### config.mk
export PLATFORM = sky130hd
export DESIGN_NAME = vrp_n2m_rr_arb
export DESIGN_NICKNAME = d
export VERILOG_FILES = /design/src/rtl/vrp_n2m_rr_arb.sv
export SDC_FILE = /design/constraint.sdc
export NUM_CORES = 1
export LEC_CHECK = 0
export CAP_MARGIN = 20
export CORE_ASPECT_RATIO = 1.1
export CORE_UTILIZATION = 60
export DETAILED_ROUTE_END_ITERATION = 10
export PLACE_DENSITY = 0.92
export SLEW_MARGIN = 0
export SYNTH_ARGS = -nofsm -noshare
export SYNTH_HDL_FRONTEND = slang
export SYNTH_SLANG_ARGS = --single-unit
### constraint.sdc
create_clock -name clk -period 12 [get_ports clk]
set_clock_uncertainty 0.05 [all_clocks]
set_input_delay 2.4 -clock clk [delete_from_list [all_inputs] [get_ports clk]]
set_output_delay 2.4 -clock clk [all_outputs]
set_load 0.1 [all_outputs]
### src/rtl/vrp_n2m_rr_arb.sv
// N-request to M-grant round-robin arbiter with a registered valid/ready output slot per grant port.
// Free slots are filled in ascending order, taking requesters in circular order from rr_ptr.
module vrp_n2m_rr_arb #(
  parameter int N         = 10,
  parameter int M         = 2,
  parameter int PLD_WIDTH = 8,
  localparam int IDX_W    = $clog2(N)
) (
  input  logic                              clk,
  input  logic                              rst_n,
  input  logic [N-1:0]                      req_vld,
  output logic [N-1:0]                      req_rdy,
  input  logic [N-1:0][PLD_WIDTH-1:0]       req_pld,
  output logic [M-1:0]                      grant_vld,
  input  logic [M-1:0]                      grant_rdy,
  output logic [M-1:0][IDX_W-1:0]           grant_idx,
  output logic [M-1:0][PLD_WIDTH-1:0]       grant_pld
);

  logic [IDX_W-1:0]          rr_ptr;
  logic [IDX_W-1:0]          rr_nxt;
  logic [IDX_W-1:0]          last_idx;
  logic [IDX_W-1:0]          idx_c;
  logic [M-1:0]              avail;
  logic [M-1:0]              load;
  logic [M-1:0][IDX_W-1:0]   load_src;
  logic [N-1:0]              rdy_c;
  logic                      any_pair;
  logic                      taken;

  // The k-th valid requester in scan order lands in the k-th free slot.
  always_comb begin
    avail    = ~grant_vld | grant_rdy;
    load     = '0;
    load_src = '0;
    rdy_c    = '0;
    last_idx = '0;
    any_pair = 1'b0;
    idx_c    = '0;
    taken    = 1'b0;
    for (int j = 0; j < N; j++) begin
      idx_c = IDX_W'((int'(rr_ptr) + j) % N);
      taken = 1'b0;
      if (req_vld[idx_c]) begin
        for (int m = 0; m < M; m++) begin
          if (avail[m] && !taken) begin
            taken       = 1'b1;
            avail[m]    = 1'b0;
            load[m]     = 1'b1;
            load_src[m] = idx_c;
          end
        end
        if (taken) begin
          rdy_c[idx_c] = 1'b1;
          last_idx     = idx_c;
          any_pair     = 1'b1;
        end
      end
    end
  end

  assign rr_nxt  = (last_idx == IDX_W'(N - 1)) ? '0 : last_idx + 1'b1;
  // Reset gating: with all slots cleared every slot looks free, so acceptance must be masked.
  assign req_rdy = rdy_c & {N{rst_n}};

  always_ff @(posedge clk or negedge rst_n) begin
    if (!rst_n) begin
      grant_vld <= '0;
      grant_idx <= '0;
      grant_pld <= '0;
      rr_ptr    <= '0;
    end else begin
      for (int m = 0; m < M; m++) begin
        if (load[m]) begin
          grant_vld[m] <= 1'b1;
          grant_idx[m] <= load_src[m];
          grant_pld[m] <= req_pld[load_src[m]];
        end else if (grant_rdy[m]) begin
          grant_vld[m] <= 1'b0;
        end
      end
      if (any_pair) begin
        rr_ptr <= rr_nxt;
      end
    end
  end

endmodule

==> results of run 1 <==
==> synth_stat cells, types with 13 or more instances <==
cell type,instances
mux2_2,27
inv_1,17
ha_1,35
nand2b_1,23
o21ai_1,13
nand3_1,36
nor2_1,92
o22ai_1,26
nor3_1,29
o21ai_0,63
a31oi_1,15
nand2_1,92
and2_1,13
a21o_1,18
clkbuf_1,34
a22o_1,17
nor2b_1,16
o31ai_1,21
o211ai_1,13
o21a_1,14
mux2i_1,80
xnor2_1,14
a211oi_1,19
buf_2,27
a21oi_1,68
dfrtp_1,30
==> flip-flops by register name, summed over array words and instances (netlist names) <==
| name | count |
|---|---|
| grant_idx | 8 |
| grant_pld | 16 |
| rr_ptr | 4 |
| grant_vld | 2 |
==> layer usage <==
metal  vias to the layer above  share of wire [%]
li1                       4585                  -
met1                      4818                 37
met2                       813                 45
met3                       188                 11
met4                         0                7.0
met5                         -                  0
==> layout make-up <==
type	count	area (um^2)
multi-input combinational	990	7029
fill	1045	3518
timing repair buffer	158	1496
sequential	30	752.0
tap	184	230.2
clock buffer	6	138.9
inverter	24	90.09
clock inverter	2	12.51
==> logic make-up after synthesis <==
kind of cell / synth area share [%]
buf+inv: 5.507
flops: 9.128
fa+ha+maj: 6.542
compound gates: 38.64
simple gates: 22.47
mux: 15.90
xor+xnor: 1.811
==> cells in the final DEF, fill, tap and decap left out, drive strengths merged, types with 23 or more instances in the layout <==
cell	Yosys	routed
nand2	93	93
dfrtp	30	30
nand3	36	36
a21oi	69	69
o22ai	26	26
buf	41	32
nand2b	23	23
ha	35	35
mux2i	80	80
o21ai	76	76
nor3	29	29
clkdlybuf4s50	0	126
nor2	93	93
mux2	29	29
==> stage by stage <==
step | instance area, um^2 | worst slack (ps) | cells | utilization (%) | hold WS (ps)
global placement | 9593 | 1839 | 1385 | 72.30 | 416.7
global route | 9749 | 836.9 | 1394 | 73.48 | 465.7
floorplan | 8224 | 1839 | 1120 | - | 843.4
detailed placement | 9598 | 1774 | 1386 | 72.34 | 412.6
CTS | 9749 | 1439 | 1394 | 73.48 | 435.6
finish | 9749 | 1264 | 1394 | 73.48 | 431.7
==> final timing paths <==
| path | start | endpoint | slack [ps] |
|---|---|---|---|
| setup / recovery | rr_ptr[2] | req_rdy[9] | 1260 |
| hold reg to reg | grant_idx[2] | grant_idx[2] | 430 |
| setup reg to reg | rr_ptr[2] | grant_pld[9] | 3830 |
| max in group asynchronous | rst_n | rr_ptr[0] | 9420 |
| min in group asynchronous | rst_n | grant_vld[1] | 2100 |
| hold / removal | grant_idx[2] | grant_idx[2] | 430 |
==> tightest hold or removal path, cell delays in order (launching register included) <==
cell and delay [ps]:
dfrtp_1 340, nand2_1 50, nand2_1 60
==> impl_metrics.json, run 1 <==
{
  "core_um2": 13270,
  "hold_buffers": 0,
  "clockBufferDepth": 2,
  "ant_nets": 0,
  "cts-buffers-inserted": 5,
  "io_buffers": 129,
  "detail_route.iter0.violations": 1583,
  "path_depth": 20,
  "worstSetupStartpointType": "flop",
  "yosysTopAreaCell": "mux2i_1",
  "path_class": "reg -> out",
  "grtUsageMet1_pct": 56.98,
  "grt_busiest_layer": "met2",
  "track_usage_pct": 46.48,
  "reg2regPathDepth": 22,
  "synth_seq_cells": 30,
  "maxSlewHeadroom_pct": 23.68,
  "post-route-drc-count": 0,
  "slowest_stage": "clkdlybuf4s50_1",
  "syn_avg_cell_area_um2": 7.343,
  "worstMarginPinSlew_ps": 1116,
  "grt_util_met3_pct": 8.321,
  "vias_per_cell": 7.463,
  "maxSlewViolCount": 0,
  "die-width_um": 113.6,
  "hold_viol_final": 0,
  "rsz0062_at_grt": "no",
  "dieHeight_um": 124.8,
  "synth_edf_count": 0,
  "start_util_pct": 61.99,
  "syn2layout_area_growth_pct": 18.55,
  "cts_tree": "yes",
  "antenna_cells": 0,
  "antenna_found_initial": 0,
  "vias": 10404,
  "pin_count": 130,
  "grt_pass1_vias": 9454,
  "clock_sinks": 30,
  "syn_area_um2": 8224,
  "cp_max_fo": 14,
  "grt.overflow.total": 0,
  "wl_mm": 33.85,
  "synthTopCellsByArea": "mux2i_1 9.7%, dfrtp_1 9.1%, ha_1 5.3%",
  "layout.nets": 1338,
  "ys_seq_area_share_pct": 9.128,
  "cp_slowest_stage_delay_ps": 1140,
  "status": "finished clean",
  "post-dp-hpwl_mm": 26.69,
  "synth_top_area_share_pct": 9.737,
  "gp_congestion": 1.110,
  "cp.arrival_ps": 8290,
  "synth.distinct_cells": 98,
  "fin_tns_setup_ps": 0,
  "hold_path_class": "reg -> reg",
  "crit_chain": "inv_1 -> ha_1 -> xor2_1 -> nand2_1 -> ha_1 -> nand2b_1 -> a21oi_1 -> nor3_1 -> a2bb2oi_1 -> nor2_1 -> a2111oi_2 -> nor2_1 -> maj3_1 -> o21ai_0 -> a2bb2oi_1 -> buf_4 -> or3_1 -> o32ai_1 -> and2_1 -> clkdlybuf4s50_1",
  "drive_gt1_share_pct": 9.669,
  "syn-num-nets": 1249,
  "postCtsResizedCells": 0,
  "htreeDepth": 2,
  "ys.warnings.count": 0,
  "use_met2_pct": 75.43,
  "setup_viol": 0,
  "grt_max_degree": 54,
  "min_period_ps": 10740,
  "critPathTopFamily": "compound AO/OA/AOI/OAI gates",
  "synthCells": 1120,
  "clk_latency_ps": 290,
  "placementRows": 44,
  "synthFlopType": "dfrtp_1",
  "cp-end-kind": "output pin",
  "grt_pass1_wl_mm": 51.75,
  "drt-pass1-iter-count": 6,
  "crit_required_ps": 9550,
  "cts_post_setup_buffers_inserted": 0,
  "whs_path_depth": 2,
  "drv_cap": 0,
  "async_reset_ff_share_pct": 100.0,
  "path_buf_inv": 3,
  "path_clk_slew_ps": 60,
  "cts_root_buf": "clkbuf_16",
  "wl_per_cell_um": 24.28,
  "die-area_um2": 14180,
  "fmax_mhz": 93.14,
  "finalCritPeriodShare_pct": 89.47
}
Power of run 1 is left out: the tool's default activity adds up to more than one toggle a clock period on the data nets, which glitch-free logic cannot reach.
==> inputs of run 2 (changes only) <==
--- a/config.mk
+++ b/config.mk
@@ -8,8 +8,10 @@
 export CAP_MARGIN = 20
 export CORE_ASPECT_RATIO = 1.1
 export CORE_UTILIZATION = 60
+export CTS_CLUSTER_DIAMETER = 120
 export DETAILED_ROUTE_END_ITERATION = 10
-export PLACE_DENSITY = 0.92
+export DONT_BUFFER_PORTS = 1
+export PLACE_DENSITY = 0.8
 export SLEW_MARGIN = 0
 export SYNTH_ARGS = -nofsm -noshare
 export SYNTH_HDL_FRONTEND = slang
==> impl_metrics.json, run 2 (same netlist as run 1, synthesis figures left out) <==
{
  "layout.nets": 1202,
  "largest_reg_flops": 16,
  "reg2regPathDepth": 21,
  "gp_congestion": 1.045,
  "fin_tns_setup_ps": 0,
  "dieHeight_um": 124.8,
  "cts-buffers-inserted": 5,
  "fill_cells": 1247,
  "vias_per_cell": 7.612,
  "final_cell_mix": "92 x nor2_1, 92 x nand2_1, 80 x mux2i_1",
  "cp.arrival_ps": 8020,
  "cts_tree": "yes",
  "hold_end": "rr_ptr[1]",
  "io_buffers": 0,
  "placementRows": 44,
  "grt_max_degree": 42,
  "largest_register": "grant_pld",
  "postCtsResizedCells": 0,
  "min_from": "rr_ptr[1]",
  "die-area_um2": 14180,
  "start_util_pct": 61.99,
  "hold_viol_final": 0,
  "cts_root_buf": "clkbuf_16",
  "finalCritPeriodShare_pct": 87.22,
  "ant_nets": 0,
  "grt_pass1_wl_mm": 48.52,
  "setup_viol": 0,
  "reg_top3": "grant_pld (16), grant_idx (8), rr_ptr (4)",
  "drive_gt1_share_pct": 9.981,
  "worstMarginPinSlew_ps": 1168,
  "min_period_ps": 10470,
  "cts_post_setup_buffers_inserted": 0,
  "rsz0062_at_grt": "no",
  "worstSetupStartpointType": "flop",
  "core_um2": 13270,
  "clock_sinks": 30,
  "maxSlewHeadroom_pct": 22.10,
  "clockBufferDepth": 2,
  "clk_latency_ps": 280,
  "post-dp-hpwl_mm": 25.31,
  "placed_area_um2": 8290,
  "pin_count": 130,
  "hold_buffers": 0,
  "r2r_slack_ps": 3810,
  "drv_cap": 0,
  "syn2layout_area_growth_pct": 2.495,
  "fmax_mhz": 95.55,
  "path_class": "reg -> out",
  "reg2reg_to": "grant_pld[10]",
  "status": "finished clean",
  "wl_mm": 31.91,
  "design_area_um2": 8429,
  "cp_max_fo": 27,
  "maxSlewViolCount": 0,
  "crit_required_ps": 9550,
  "hold_path_class": "reg -> reg",
  "detail_route.iter0.violations": 1152,
  "r2r-start": "rr_ptr[0]",
  "grt_pass1_vias": 8835,
  "track_usage_pct": 43.69,
  "wl_per_cell_um": 25.40,
  "post-route-util_pct": 63.53,
  "drt-pass1-iter-count": 6,
  "antenna_found_initial": 0,
  "htreeDepth": 2,
  "cp-end-kind": "output pin",
  "whs_path_depth": 2,
  "post-route-drc-count": 0,
  "vias": 9561,
  "die-width_um": 113.6,
  "path_clk_slew_ps": 60,
  "grt.overflow.total": 0,
  "antenna_cells": 0
}
==> run 2: final cells by class <==
cell class	count	area (um^2)	area share, %
inverters	24	90.09	1.069
well taps	184	230.2	2.731
multi-input cells	990	7037	83.48
repair buffers	22	181.4	2.152
flip-flops and latches	30	752.0	8.921
clock buffers	6	138.9	1.648
==> run 2: per-stage QoR <==
stage	cells	setup slack [ps]	hold slack, ps
6_report	1256	1534	565.1
5_1_grt	1256	1139	571.5
4_1_cts	1256	1772	550.1
3_5_place_dp	1250	2142	538.3
3_3_place_gp	1248	2074	517.4
2_1_floorplan	1120	1839	843.4
==> run 2: worst max-delay path, stage by stage, from the launching register on <==
cell       delay (ps)
dfrtp_2           620
clkinv_1          160
buf_4             230
ha_1              900
inv_1             490
ha_1              470
or2_2             110
o32ai_1            70
a221oi_1          890
or2_1             300
o221a_1           500
o211ai_1          330
nor3_1            380
a21oi_1           210
nor3_1            220
a2bb2oi_1         300
or3_1             460
o32ai_1           250
and2_1            820
==> run 2: routing by layer <==
layer,share of wire (%),vias to the layer above,track usage (%)
li1,-,4299,-
met3,9.1,136,7.494
met4,6.9,0,29.49
met2,46,618,71.41
met5,0,-,0
met1,38,4508,51.88
==> run 2: worst max path at each step <==
stage / start / to / slack [ps] / cells past startpoint
2_1_floorplan: rr_ptr[0] / req_rdy[8] / 1840 / 24
3_3_place_gp: rr_ptr[0] / req_rdy[9] / 2070 / 18
3_5_place_dp: rr_ptr[0] / req_rdy[9] / 2140 / 18
4_1_cts: rr_ptr[0] / req_rdy[9] / 1770 / 18
5_1_grt: rr_ptr[0] / req_rdy[9] / 1140 / 18
6_report: rr_ptr[0] / req_rdy[9] / 1530 / 18
Power of run 2 is left out for the same reason.
==> inputs of run 3 (changes only) <==
==> constraint.sdc (replaced) <==
create_clock -name clk -period 12 [get_ports clk]
set_clock_uncertainty 0.05 [all_clocks]
set_input_delay 1.2 -clock clk [delete_from_list [all_inputs] [get_ports clk]]
set_output_delay 1.2 -clock clk [all_outputs]
set_load 0.1 [all_outputs]
==> impl_metrics.json, run 3 (same netlist as run 1, synthesis figures left out) <==
{
  "cp.arrival_ps": 7780,
  "final_cell_mix": "92 x nor2_1, 92 x nand2_1, 80 x mux2i_1",
  "largest_register": "grant_pld",
  "worstSetupStartpointType": "flop",
  "ant_nets": 0,
  "post-dp-hpwl_mm": 25.31,
  "path_clk_slew_ps": 60,
  "dieHeight_um": 124.8,
  "wl_mm": 32.38,
  "drt-pass1-iter-count": 6,
  "crit_chain": "clkinv_1 -> ha_1 -> inv_1 -> ha_1 -> or2_2 -> o32ai_1 -> a221oi_1 -> or2_1 -> o221a_1 -> o211ai_1 -> nor3_1 -> a21oi_1 -> nor3_1 -> a2bb2oi_1 -> or3_1 -> o32ai_1 -> and2_1",
  "r2r-start": "rr_ptr[0]",
  "path_depth": 17,
  "fin_ws_ps": 2969,
  "grt.overflow.total": 0,
  "post-route-drc-count": 0,
  "io_buffers": 0,
  "pin_count": 130,
  "slowest_stage": "ha_1",
  "cp_max_fo": 27,
  "final-seq-area_um2": 752.0,
  "r2r_slack_ps": 4050,
  "cts-buffers-inserted": 5,
  "grt_max_degree": 54,
  "critPathTopFamily": "compound AO/OA/AOI/OAI gates",
  "drv_cap": 0,
  "post-route-util_pct": 63.67,
  "die-width_um": 113.6,
  "vias": 9533,
  "fmax_mhz": 110.7,
  "fill_cells": 1244,
  "rsz0062_at_grt": "no",
  "clockBufferDepth": 2,
  "setup_viol": 0,
  "status": "finished clean",
  "clock_sinks": 30,
  "track_usage_pct": 44.77,
  "grt_pass1_wl_mm": 49.87,
  "hold_buffers": 0,
  "wl_per_cell_um": 25.70,
  "gp_congestion": 1.058,
  "fin_tns_setup_ps": 0,
  "crit_path_start": "rr_ptr[0]",
  "htreeDepth": 2,
  "syn2layout_area_growth_pct": 2.723,
  "multi_input_area_um2": 7037,
  "drive_gt1_share_pct": 10.13,
  "reg2regPathDepth": 18,
  "clk_latency_ps": 290,
  "cp_slowest_stage_delay_ps": 1080,
  "hold_viol_final": 0,
  "antenna_cells": 0,
  "start_util_pct": 61.99,
  "min_period_ps": 9031,
  "core_um2": 13270,
  "pre_cts_slack_ps": 3526,
  "cts_tree": "yes",
  "placementRows": 44,
  "grt_pass1_vias": 9057,
  "cp-end-kind": "output pin",
  "crit_required_ps": 10750,
  "worstMarginPinSlew_ps": 1066,
  "path_class": "reg -> out",
  "maxSlewHeadroom_pct": 28.64,
  "path_buf_inv": 2,
  "cts_post_setup_buffers_inserted": 0,
  "finalCritPeriodShare_pct": 75.26,
  "die-area_um2": 14180,
  "hold_path_class": "in -> async",
  "cts_root_buf": "clkbuf_16",
  "vias_per_cell": 7.566,
  "reg_top3": "grant_pld (16), grant_idx (8), rr_ptr (4)",
  "layout.nets": 1204,
  "detail_route.iter0.violations": 1090,
  "antenna_found_initial": 0,
  "largest_reg_flops": 16,
  "maxSlewViolCount": 0,
  "postCtsResizedCells": 0
}
==> run 3: cell types whose count changed in the layout (fill, tap and decap cells not counted) <==
cell | before | now
clkbuf_1 | 0 | 2
bufinv_16 | 0 | 1
buf_4 | 20 | 23
clkbuf_8 | 1 | 0
buf_16 | 1 | 0
==> run 3: area by class of cell <==
type | instances | share of cell area (%)
flip-flops and latches | 30 | 8.901
clock buffers | 7 | 1.570
clock inverters | 1 | 0.3555
repair buffers | 24 | 2.088
well taps | 184 | 2.725
multi-input cells | 990 | 83.29
inverters | 24 | 1.066
==> run 3: final timing paths <==
path / to
worst min-delay path: grant_vld[0]
min in group clk: rr_ptr[0]
worst max-delay path: req_rdy[9]
worst min register to register: rr_ptr[0]
worst max register to register: grant_pld[10]
max in group asynchronous: rr_ptr[0]
==> run 3: per-stage QoR <==
step / instances / cell area, um^2 / hold WS [ps]
after floorplan: 1120 / 8224 / 843.4
after global placement: 1251 / 8282 / 746.3
final: 1260 / 8448 / 552.2
after detailed placement: 1252 / 8285 / 760.7
after global routing: 1260 / 8448 / 549.1
after CTS: 1260 / 8448 / 554.0
==> run 3: worst register-to-register path: stages, from the launching register on <==
cell and delay [ps]:
dfrtp_2 370, clkinv_1 410, ha_1 1080, inv_1 480, ha_1 450, or2_2 110, o32ai_1 70, a221oi_1 800
or2_1 310, o221a_1 510, o211a_1 270, nand3_1 200, or4_4 610, a211oi_1 420, a22o_1 210, buf_4 380
mux4_2 590, a221o_1 350, a21o_1 160
==> run 3: layer usage <==
metal / GRT usage, % / wire length, um / vias up
li1: - / - / 4303
met1: 53.66 / 12220 / 4432
met2: 72.56 / 14680 / 647
met3: 7.883 / 3165 / 151
met4: 29.95 / 2310 / 0
met5: 0 / 0 / -
Power of run 3 is left out for the same reason.
